**config.mk**
```make
export PLATFORM = sky130hd
export DESIGN_NAME = mem_access_unit
export DESIGN_NICKNAME = d
export VERILOG_FILES = /design/src/rtl/mem_access_unit.sv
export SDC_FILE = /design/constraint.sdc
export NUM_CORES = 1
export LEC_CHECK = 0
export ABC_AREA = 1
export ABC_CLOCK_PERIOD_IN_PS = 3000
export CAP_MARGIN = 5
export CORE_MARGIN = 5
export CORE_UTILIZATION = 49
export DETAILED_ROUTE_END_ITERATION = 10
export HOLD_SLACK_MARGIN = 0.02
export PLACE_DENSITY_LB_ADDON = 0.2
export SLEW_MARGIN = 20
export SYNTH_ARGS = -nofsm -noshare
export SYNTH_HDL_FRONTEND = slang
export SYNTH_SLANG_ARGS = --single-unit
```
**constraint.sdc**
```tcl
create_clock -name clk -period 3 [get_ports clk]
set_input_delay 0.6 -clock clk [delete_from_list [all_inputs] [get_ports clk]]
set_output_delay 0.6 -clock clk [all_outputs]
set_load 0.05 [all_outputs]
```
**src/rtl/mem_access_unit.sv**
```systemverilog
// Memory-stage data access unit for the 5-stage RV32I pipeline.
// Launches loads/stores on a valid/ready data-memory port, stalls the front
// of the pipeline while the access is in flight, and hands extended load data
// plus writeback controls to MEM/WB. Non-memory instructions pass straight
// through in the same cycle.
module mem_access_unit #(
  parameter int unsigned TIMEOUT = 255
) (
  input  logic        clk,
  input  logic        reset,
  input  logic        ex_valid,
  input  logic        ex_mem_read,
  input  logic        ex_mem_write,
  input  logic [2:0]  ex_funct3,
  input  logic [31:0] ex_addr,
  input  logic [31:0] ex_wdata,
  input  logic [4:0]  ex_rd,
  input  logic        ex_reg_write,
  output logic        mem_req_valid,
  input  logic        mem_req_ready,
  output logic        mem_req_we,
  output logic [31:0] mem_req_addr,
  output logic [31:0] mem_req_wdata,
  output logic [3:0]  mem_req_be,
  input  logic        mem_rsp_valid,
  input  logic [31:0] mem_rsp_data,
  output logic        stall,
  output logic        wb_valid,
  output logic        wb_reg_write,
  output logic        wb_mem_to_reg,
  output logic [31:0] wb_rdata,
  output logic [31:0] wb_alu_result,
  output logic [4:0]  wb_rd,
  output logic        access_err,
  output logic        timeout_err
);

  typedef enum logic [1:0] {S_IDLE, S_REQ, S_WAIT, S_DONE} state_t;

  // Last count value before the access is abandoned (counter starts at 0).
  localparam logic [7:0] CNT_LAST = 8'(TIMEOUT - 1);

  state_t      state_q, state_d;
  logic [7:0]  cnt_q, cnt_d;
  logic [31:0] addr_q, addr_d;
  logic [31:0] wdata_q, wdata_d;
  logic [3:0]  be_q, be_d;
  logic        we_q, we_d;
  logic [2:0]  funct3_q, funct3_d;
  logic [4:0]  rd_q, rd_d;
  logic        reg_write_q, reg_write_d;
  logic [31:0] rdata_q, rdata_d;
  logic        tout_q, tout_d;

  logic        mem_op;
  logic        f3_legal;
  logic        misaligned;
  logic [3:0]  st_be;
  logic [31:0] st_wdata;
  logic [31:0] ld_ext;
  logic [7:0]  rsp_byte [4];
  logic [7:0]  sel_byte;
  logic [15:0] sel_half;

  assign mem_op = ex_valid & (ex_mem_read | ex_mem_write);

  // Split the response word into byte lanes for the load extractor.
  for (genvar gi = 0; gi < 4; gi++) begin : g_lane
    assign rsp_byte[gi] = mem_rsp_data[8*gi +: 8];
  end

  // Decode legality and alignment of the incoming EX/MEM access.
  always_comb begin
    f3_legal = 1'b0;
    case (ex_funct3)
      3'b000, 3'b001, 3'b010: f3_legal = 1'b1;
      3'b100, 3'b101:         f3_legal = ex_mem_read;
      default:                f3_legal = 1'b0;
    endcase
    misaligned = 1'b0;
    case (ex_funct3[1:0])
      2'b01:   misaligned = ex_addr[0];
      2'b10:   misaligned = |ex_addr[1:0];
      default: misaligned = 1'b0;
    endcase
  end

  // Place store data into the addressed byte lanes and build the byte enables.
  always_comb begin
    st_be    = 4'b1111;
    st_wdata = ex_wdata;
    case (ex_funct3[1:0])
      2'b00: begin
        st_be    = 4'b0001 << ex_addr[1:0];
        st_wdata = {4{ex_wdata[7:0]}};
      end
      2'b01: begin
        st_be    = 4'b0011 << ex_addr[1:0];
        st_wdata = {2{ex_wdata[15:0]}};
      end
      default: begin
        st_be    = 4'b1111;
        st_wdata = ex_wdata;
      end
    endcase
  end

  // Select and sign/zero-extend the loaded byte/half/word from the response.
  always_comb begin
    sel_byte = rsp_byte[addr_q[1:0]];
    sel_half = addr_q[1] ? mem_rsp_data[31:16] : mem_rsp_data[15:0];
    case (funct3_q)
      3'b000:  ld_ext = {{24{sel_byte[7]}}, sel_byte};
      3'b100:  ld_ext = {24'h0, sel_byte};
      3'b001:  ld_ext = {{16{sel_half[15]}}, sel_half};
      3'b101:  ld_ext = {16'h0, sel_half};
      default: ld_ext = mem_rsp_data;
    endcase
  end

  // Request fields come straight from the latched copies so they stay stable in REQ.
  assign mem_req_we    = we_q;
  assign mem_req_addr  = {addr_q[31:2], 2'b00};
  assign mem_req_wdata = wdata_q;
  assign mem_req_be    = be_q;

  // Next-state, latch updates and pipeline-facing outputs.
  always_comb begin
    state_d       = state_q;
    cnt_d         = cnt_q;
    addr_d        = addr_q;
    wdata_d       = wdata_q;
    be_d          = be_q;
    we_d          = we_q;
    funct3_d      = funct3_q;
    rd_d          = rd_q;
    reg_write_d   = reg_write_q;
    rdata_d       = rdata_q;
    tout_d        = tout_q;
    mem_req_valid = 1'b0;
    stall         = 1'b0;
    wb_valid      = 1'b0;
    wb_reg_write  = 1'b0;
    wb_mem_to_reg = 1'b0;
    wb_rdata      = 32'h0;
    wb_alu_result = 32'h0;
    wb_rd         = 5'h0;
    access_err    = 1'b0;
    timeout_err   = 1'b0;

    case (state_q)
      S_IDLE: begin
        wb_valid      = ex_valid;
        wb_reg_write  = ex_reg_write;
        wb_rd         = ex_rd;
        wb_alu_result = ex_addr;
        if (mem_op) begin
          if (f3_legal && !misaligned) begin
            stall        = 1'b1;
            wb_valid     = 1'b0;
            wb_reg_write = 1'b0;
            state_d      = S_REQ;
            cnt_d        = 8'h0;
            addr_d       = ex_addr;
            we_d         = ex_mem_write;
            funct3_d     = ex_funct3;
            rd_d         = ex_rd;
            reg_write_d  = ex_reg_write;
            be_d         = ex_mem_write ? st_be : 4'b1111;
            wdata_d      = ex_mem_write ? st_wdata : 32'h0;
            rdata_d      = 32'h0;
            tout_d       = 1'b0;
          end else begin
            // Faulting access retires immediately without touching memory.
            access_err   = 1'b1;
            wb_reg_write = 1'b0;
          end
        end
      end
      S_REQ: begin
        mem_req_valid = 1'b1;
        stall         = 1'b1;
        cnt_d         = cnt_q + 8'h1;
        if (mem_req_ready) begin
          state_d = we_q ? S_DONE : S_WAIT;
        end else if (cnt_q == CNT_LAST) begin
          tout_d  = 1'b1;
          state_d = S_DONE;
        end
      end
      S_WAIT: begin
        stall = 1'b1;
        cnt_d = cnt_q + 8'h1;
        if (mem_rsp_valid) begin
          rdata_d = ld_ext;
          state_d = S_DONE;
        end else if (cnt_q == CNT_LAST) begin
          tout_d  = 1'b1;
          state_d = S_DONE;
        end
      end
      S_DONE: begin
        // The instruction still sitting in EX/MEM is the one retiring here.
        wb_valid      = 1'b1;
        wb_mem_to_reg = ~we_q;
        wb_reg_write  = reg_write_q & ~tout_q;
        wb_rdata      = tout_q ? 32'h0 : rdata_q;
        wb_rd         = rd_q;
        wb_alu_result = addr_q;
        timeout_err   = tout_q;
        state_d       = S_IDLE;
      end
      default: state_d = S_IDLE;
    endcase

    // Everything facing the pipeline and memory is quiet while reset is held.
    if (reset) begin
      mem_req_valid = 1'b0;
      stall         = 1'b0;
      wb_valid      = 1'b0;
      wb_reg_write  = 1'b0;
      wb_mem_to_reg = 1'b0;
      wb_rdata      = 32'h0;
      wb_alu_result = 32'h0;
      wb_rd         = 5'h0;
      access_err    = 1'b0;
      timeout_err   = 1'b0;
    end
  end

  // State, timeout counter and access latches.
  always_ff @(posedge clk) begin
    if (reset) begin
      state_q     <= S_IDLE;
      cnt_q       <= 8'h0;
      addr_q      <= 32'h0;
      wdata_q     <= 32'h0;
      be_q        <= 4'h0;
      we_q        <= 1'b0;
      funct3_q    <= 3'h0;
      rd_q        <= 5'h0;
      reg_write_q <= 1'b0;
      rdata_q     <= 32'h0;
      tout_q      <= 1'b0;
    end else begin
      state_q     <= state_d;
      cnt_q       <= cnt_d;
      addr_q      <= addr_d;
      wdata_q     <= wdata_d;
      be_q        <= be_d;
      we_q        <= we_d;
      funct3_q    <= funct3_d;
      rd_q        <= rd_d;
      reg_write_q <= reg_write_d;
      rdata_q     <= rdata_d;
      tout_q      <= tout_d;
    end
  end

endmodule

```
## Word level (Yosys, flattened, before mapping)

Cells that the tools add are included.

- Flip-flop bits (word level): 121
- Latch bits: 0
- Memory bits (writable): 0
- Bits in read-only memories: 0
- Input port bits: 112
- Output and inout port bits: 145
- Logic and storage cells: 116
- Memories kept: 0

- Add/subtract/negate cells: 1
- $mul: 0
- Divide/modulo/power cells: 0
- $lt $le $gt $ge: 1
- Equal/unequal tests: 18
- Shift-type cells: 2
- Muxes and demuxes: 59
- Bitwise gates (word level): 6
- Reduce and logical (&&, ||, !) cells: 18

Operator list:

| cell | count |
|---|---|
| $mux 32 | 8 |
| $pmux 32 s2 | 3 |
| $pmux 32 s4 | 1 |
| $mux 8 | 4 |
| $mux 1 | 24 |
| $bmux 8 s2 | 1 |
| $mux 16 | 1 |
| $pmux 8 s2 | 1 |
| $eq 3x3->1 const B | 4 |
| $mux 2 | 5 |
| $ne 2x2->1 const B | 5 |
| $pmux 1 s2 | 5 |
| $pmux 5 s2 | 1 |
| $add 8x1->8 const B | 1 |
| $eq 8x8->1 const B | 1 |
| $pmux 2 s4 | 1 |
| $pmux 4 s2 | 1 |
| $eq 2x2->1 const B | 3 |
| $eq 3x1->1 const B | 2 |
| $logic_not 3->1 | 2 |
| $reduce_and 3->1 | 2 |
| $reduce_or 2->1 | 3 |
| $mux 5 | 1 |
| $reduce_and 5->1 | 1 |
| 19 further kinds | 24 |

## Depth between registers and ports, before layout

- Depth in word-level cells: 8
- Gate-level depth with buffers: 13
- Gate-level depth less buffers: 11

## Worst setup path before layout

OpenSTA, ideal clock, no wires.

- Path type: input -> output
- Start point: in ex_funct3[1]
- End point: out stall
- Arrival time: 2.741 ns
- Data required time: 2.400 ns
- Slack: -0.341 ns
- Cell stages on the path: 9
- Path buffers: 2
- Cells stage by stage: inv_1 ha_1 buf_6 nand2_2 nand2_2 nand3_4 nand3_4 buf_2 a211oi_1

- Word-level cells in the longest chain between the ends: 8
- Elaborated cells between the ends (all ways): 17
- Classes of those cells: 6 x eq/ne; 6 x mux; 5 x reduce/logical

RTL lines:

| element | line | RTL |
|---|---|---|
| start, declared | 14 | `input logic [2:0] ex_funct3,` |
| $eq 3x1->1 (tied with other cells) | 75 | `case (ex_funct3)` |
| $reduce_or 3->1 (tied with other cells) | 75 |  |
| $pmux 1 s2 or $logic_not 1->1 (tied branches) | 75, 158 |  |
| $logic_and 1x1->1 * | 158 | `if (f3_legal && !misaligned) begin` |
| $mux 1 * | 158 |  |
| $mux 1 * | 157 | `if (mem_op) begin` |
| $pmux 1 s2 * | 151 | `case (state_q)` |
| $mux 1 * | 217 | `if (reset) begin` |
| end, declared | 27 | `output logic stall,` |

Mark *: on every way between the ends. The rest lies on a longest branch, timed or not.

## Final worst setup path

Ends and elaborated chain as after synthesis.

==> flow_metrics.py <==
metrics = {
    "power_and_ir_drop": {
        "leakagePower_nw": 4.22,
        "p_sw_w": 0.00330,
        "powerDensity_mw_per_mm2": 802,
        "p_sw_frac": 0.410,
        "internal-power_w": 0.00475,
        "combPwrFrac": 0.453,
        "irDropWorstVdd_mv": 0.484,
        "power_frac_clock": 0.292,
        "seqPwrFrac": 0.255,
        "power_w": 0.00805,
    },
    "synth": {
        "synthArstFlopShare": 0,
        "synth_edf_count": 0,
        "synthesis.area_sq_mm": 0.00714,
        "postSynthAreaPerCell_sq_um": 6.34,
        "ys_ff_latch": 121,
        "synth_cell_types": 36,
        "yosysTopAreaCell": "dfxtp_1",
        "ys_warn_count": 0,
        "synth-main-ff-cell": "dfxtp_1",
        "synth_seq_area_share": 0.339,
        "synthTopCellsByArea": "dfxtp_1, nand2_1, a21oi_1",
        "synth_top_area_frac": 0.339,
        "syn_inst": 1127,
    },
    "placement": {
        "hpwlAfterDp_um": 16000,
        "gp_congestion": 0.899,
        "portBuffers": 254,
    },
    "sta": {
        "rsz0062_at_grt": "false",
        "timing.final.crit_share": 0.947,
        "setup_violations": 0,
        "period_needed_ns": 2.84,
        "tightest_slew_ns": 0.613,
        "hold_viol": 0,
        "finClkSkew_ns": 0.00610,
        "slew_viol_final": 0,
        "max_freq_ghz": 0.352,
        "relSlewSlack": 0.591,
        "finalSetupTns_ns": 0,
    },
    "drt": {
        "route.detailed.drc": 0,
        "drtAntennaViolNets": 0,
        "drt-total-wl_um": 22500,
        "drt-wirelength-per-cell_um": 14.8,
        "firstDrtPassIters": 5,
        "drt_iter0_drc": 768,
        "vias_per_cell": 5.10,
        "via_count": 7761,
    },
    "clock_network": {
        "post_cts_buffers": 0,
        "clk_latency_ns": 0.41,
        "clock_sinks": 121,
        "cts_htree_levels": 4,
        "cts_buffers": 17,
        "cts_tree": "yes",
        "clk_pin_slew_ns": 0.05,
        "clockBufferDepth": 2,
        "root_buffer": "clkbuf_16",
    },
    "final_layout": {
        "area_growth_pct": 40.6,
        "nets": 1451,
        "diodes": 0,
        "drive_gt1_frac": 0.143,
        "multi_input_area_sq_mm": 0.00383,
        "layout.area.seq_sq_mm": 0.00242,
        "fillers": 1244,
    },
    "floorplanning": {
        "initial_core_util": 0.495,
        "die-width_um": 131,
        "io_pins": 257,
        "dieHeight_um": 131,
        "std_cell_rows": 44,
        "die_area_sq_mm": 0.0171,
        "core_sq_mm": 0.0144,
    },
    "setup_path": {
        "crit_required_ns": 2.40,
        "path_class": "input port to primary output",
        "crit_buf_inv": 3,
        "crit_chain": "clkdlybuf4s50_1, inv_1, ha_1, nor2_4, a21oi_4, nand3_4, a211oi_2, buf_12",
        "cp-start-kind": "input port",
        "cp-end-kind": "primary output",
        "cp_slowest_cell": "clkdlybuf4s50_1",
        "cp_max_fo": 3,
        "max_stage_delay_ns": 0.45,
        "cpLargestDelayFamily": "buffers and inverters",
        "critPathArrivalTime_ns": 2.24,
    },
    "global_routing": {
        "grt_max_degree": 81,
        "grt-ovfl-total": 0,
        "first_global_vias": 7146,
        "grt.total_usage": 0.259,
        "grt_pass1_wl_um": 35400,
        "antenna_found_initial": 0,
    },
    "job": {
        "max-cap-violations": 0,
    },
    "outcome": {
        "status": "completed",
    },
    "worst_hold_path": {
        "hold_class": "flip-flop to flip-flop",
    },
}
placed cells by master, fill, tap and decap left out, types with 2 or more instances in the layout:
master,count
nand2_1,364
clkdlybuf4s50_1,177
nor2_1,160
a21oi_1,156
dfxtp_1,121
buf_4,99
inv_1,67
nand3_1,35
o21ai_0,29
nand2_2,23
a21oi_2,20
clkbuf_16,17
ha_1,12
bufinv_16,6
nand3b_1,5
inv_2,4
clkbuf_8,4
buf_12,4
clkinv_1,3
o21ai_1,3
nand2_4,3
xor2_1,3
o22ai_1,2
nand3_4,2
a211oi_1,2
conb_1,2
clkinv_2,2
cell families after synthesis:
group                    after synthesis  synth area share
buffers and inverters                175             0.126
flip-flops                           121             0.339
other                                  1          0.000525
AO/OA/AOI/OAI                        215             0.164
XOR/XNOR                               4           0.00491
AND/OR/NAND/NOR                      599             0.344
adder cells (fa/ha/maj)               12            0.0210
layer usage:
| metal | vias to the layer above | GRT usage | routed length, um |
|---|---|---|---|
| met5 | - | 0 | 0 |
| met4 | 0 | 0.0992 | 555 |
| met3 | 37 | 0.0911 | 2420 |
| met2 | 311 | 0.436 | 10900 |
| met1 | 3513 | 0.304 | 8600 |
| li1 | 3900 | - | - |
worst register-to-register path: stages (launching register included):
cell and delay [ns]:
dfxtp_1 0.35, inv_1 0.15, ha_1 0.40, clkinv_1 0.51, buf_4 0.37, a21oi_1 0.15
a21oi_1 0.08, nor2_1 0.08
stage by stage:
step / util / cell area [sq um] / instances / hold WS [ns] / setup slack (ns)
global route: 0.696 / 10000 / 1522 / 0.485 / 0.0260
floorplan: - / 7150 / 1128 / 0.439 / 0.115
finish: 0.696 / 10000 / 1522 / 0.464 / 0.158
global placement: 0.649 / 9360 / 1492 / 0.449 / 0.210
CTS: 0.696 / 10000 / 1522 / 0.463 / 0.148
detailed placement: 0.649 / 9360 / 1492 / 0.455 / 0.160
sequential cells by signal, summed over array words and instances (netlist names):
name	cells
addr_q	32
cnt_q	8
funct3_q	3
mem_req_be	4
mem_req_wdata	32
mem_req_we	1
rd_q	5
rdata_q	32
reg_write_q	1
state_q	2
tout_q	1
area by class of cell:
cell class                 count  area share
clock inverter                 8      0.0189
timing repair buffer         281       0.260
multi-input combinational    832       0.381
tap                          184      0.0229
inverter                      74      0.0277
sequential                   121       0.241
clock buffer                  22      0.0482
cell usage after synthesis, types with 4 or more instances:
cell	n
a21oi_1	156
a21oi_2	20
buf_2	16
buf_4	36
buf_6	7
clkbuf_1	36
dfxtp_1	121
ha_1	12
inv_1	67
inv_2	4
nand2_1	364
nand2_2	23
nand3_1	35
nand3b_1	5
nor2_1	160
o21ai_0	29
power by group through the flow:
stage,Sequential [W],Clock [W],Combinational (W)
after floorplan,0.00213,0,0.00260
after global placement,0.00207,0,0.00359
after detailed placement,0.00209,0,0.00362
after CTS,0.00206,0.00237,0.00365
after global routing,0.00209,0.00245,0.00402
final,0.00206,0.00235,0.00365
what timing repair did:
action / in CTS / in global routing
endpoints found under the setup margin: 0 / 1
gates resized for setup: 0 / 1
hold buffers: 0 / 0
final timing paths:
kind | depth (start not counted) | endpoint | startpoint | slack, ns
worst min-delay path | 2 | mem_req_wdata[23]$_SDFFE_PP0P_ | mem_req_wdata[23]$_SDFFE_PP0P_ | 0.46
worst min register to register | 2 | mem_req_wdata[23]$_SDFFE_PP0P_ | mem_req_wdata[23]$_SDFFE_PP0P_ | 0.46
worst max register to register | 7 | rdata_q[11]$_SDFFE_PP0P_ | state_q[0]$_SDFFE_PP0P_ | 0.85
worst max-delay path | 8 | stall | ex_funct3[1] | 0.16
Note: power is estimated with default switching activity, not from simulation.
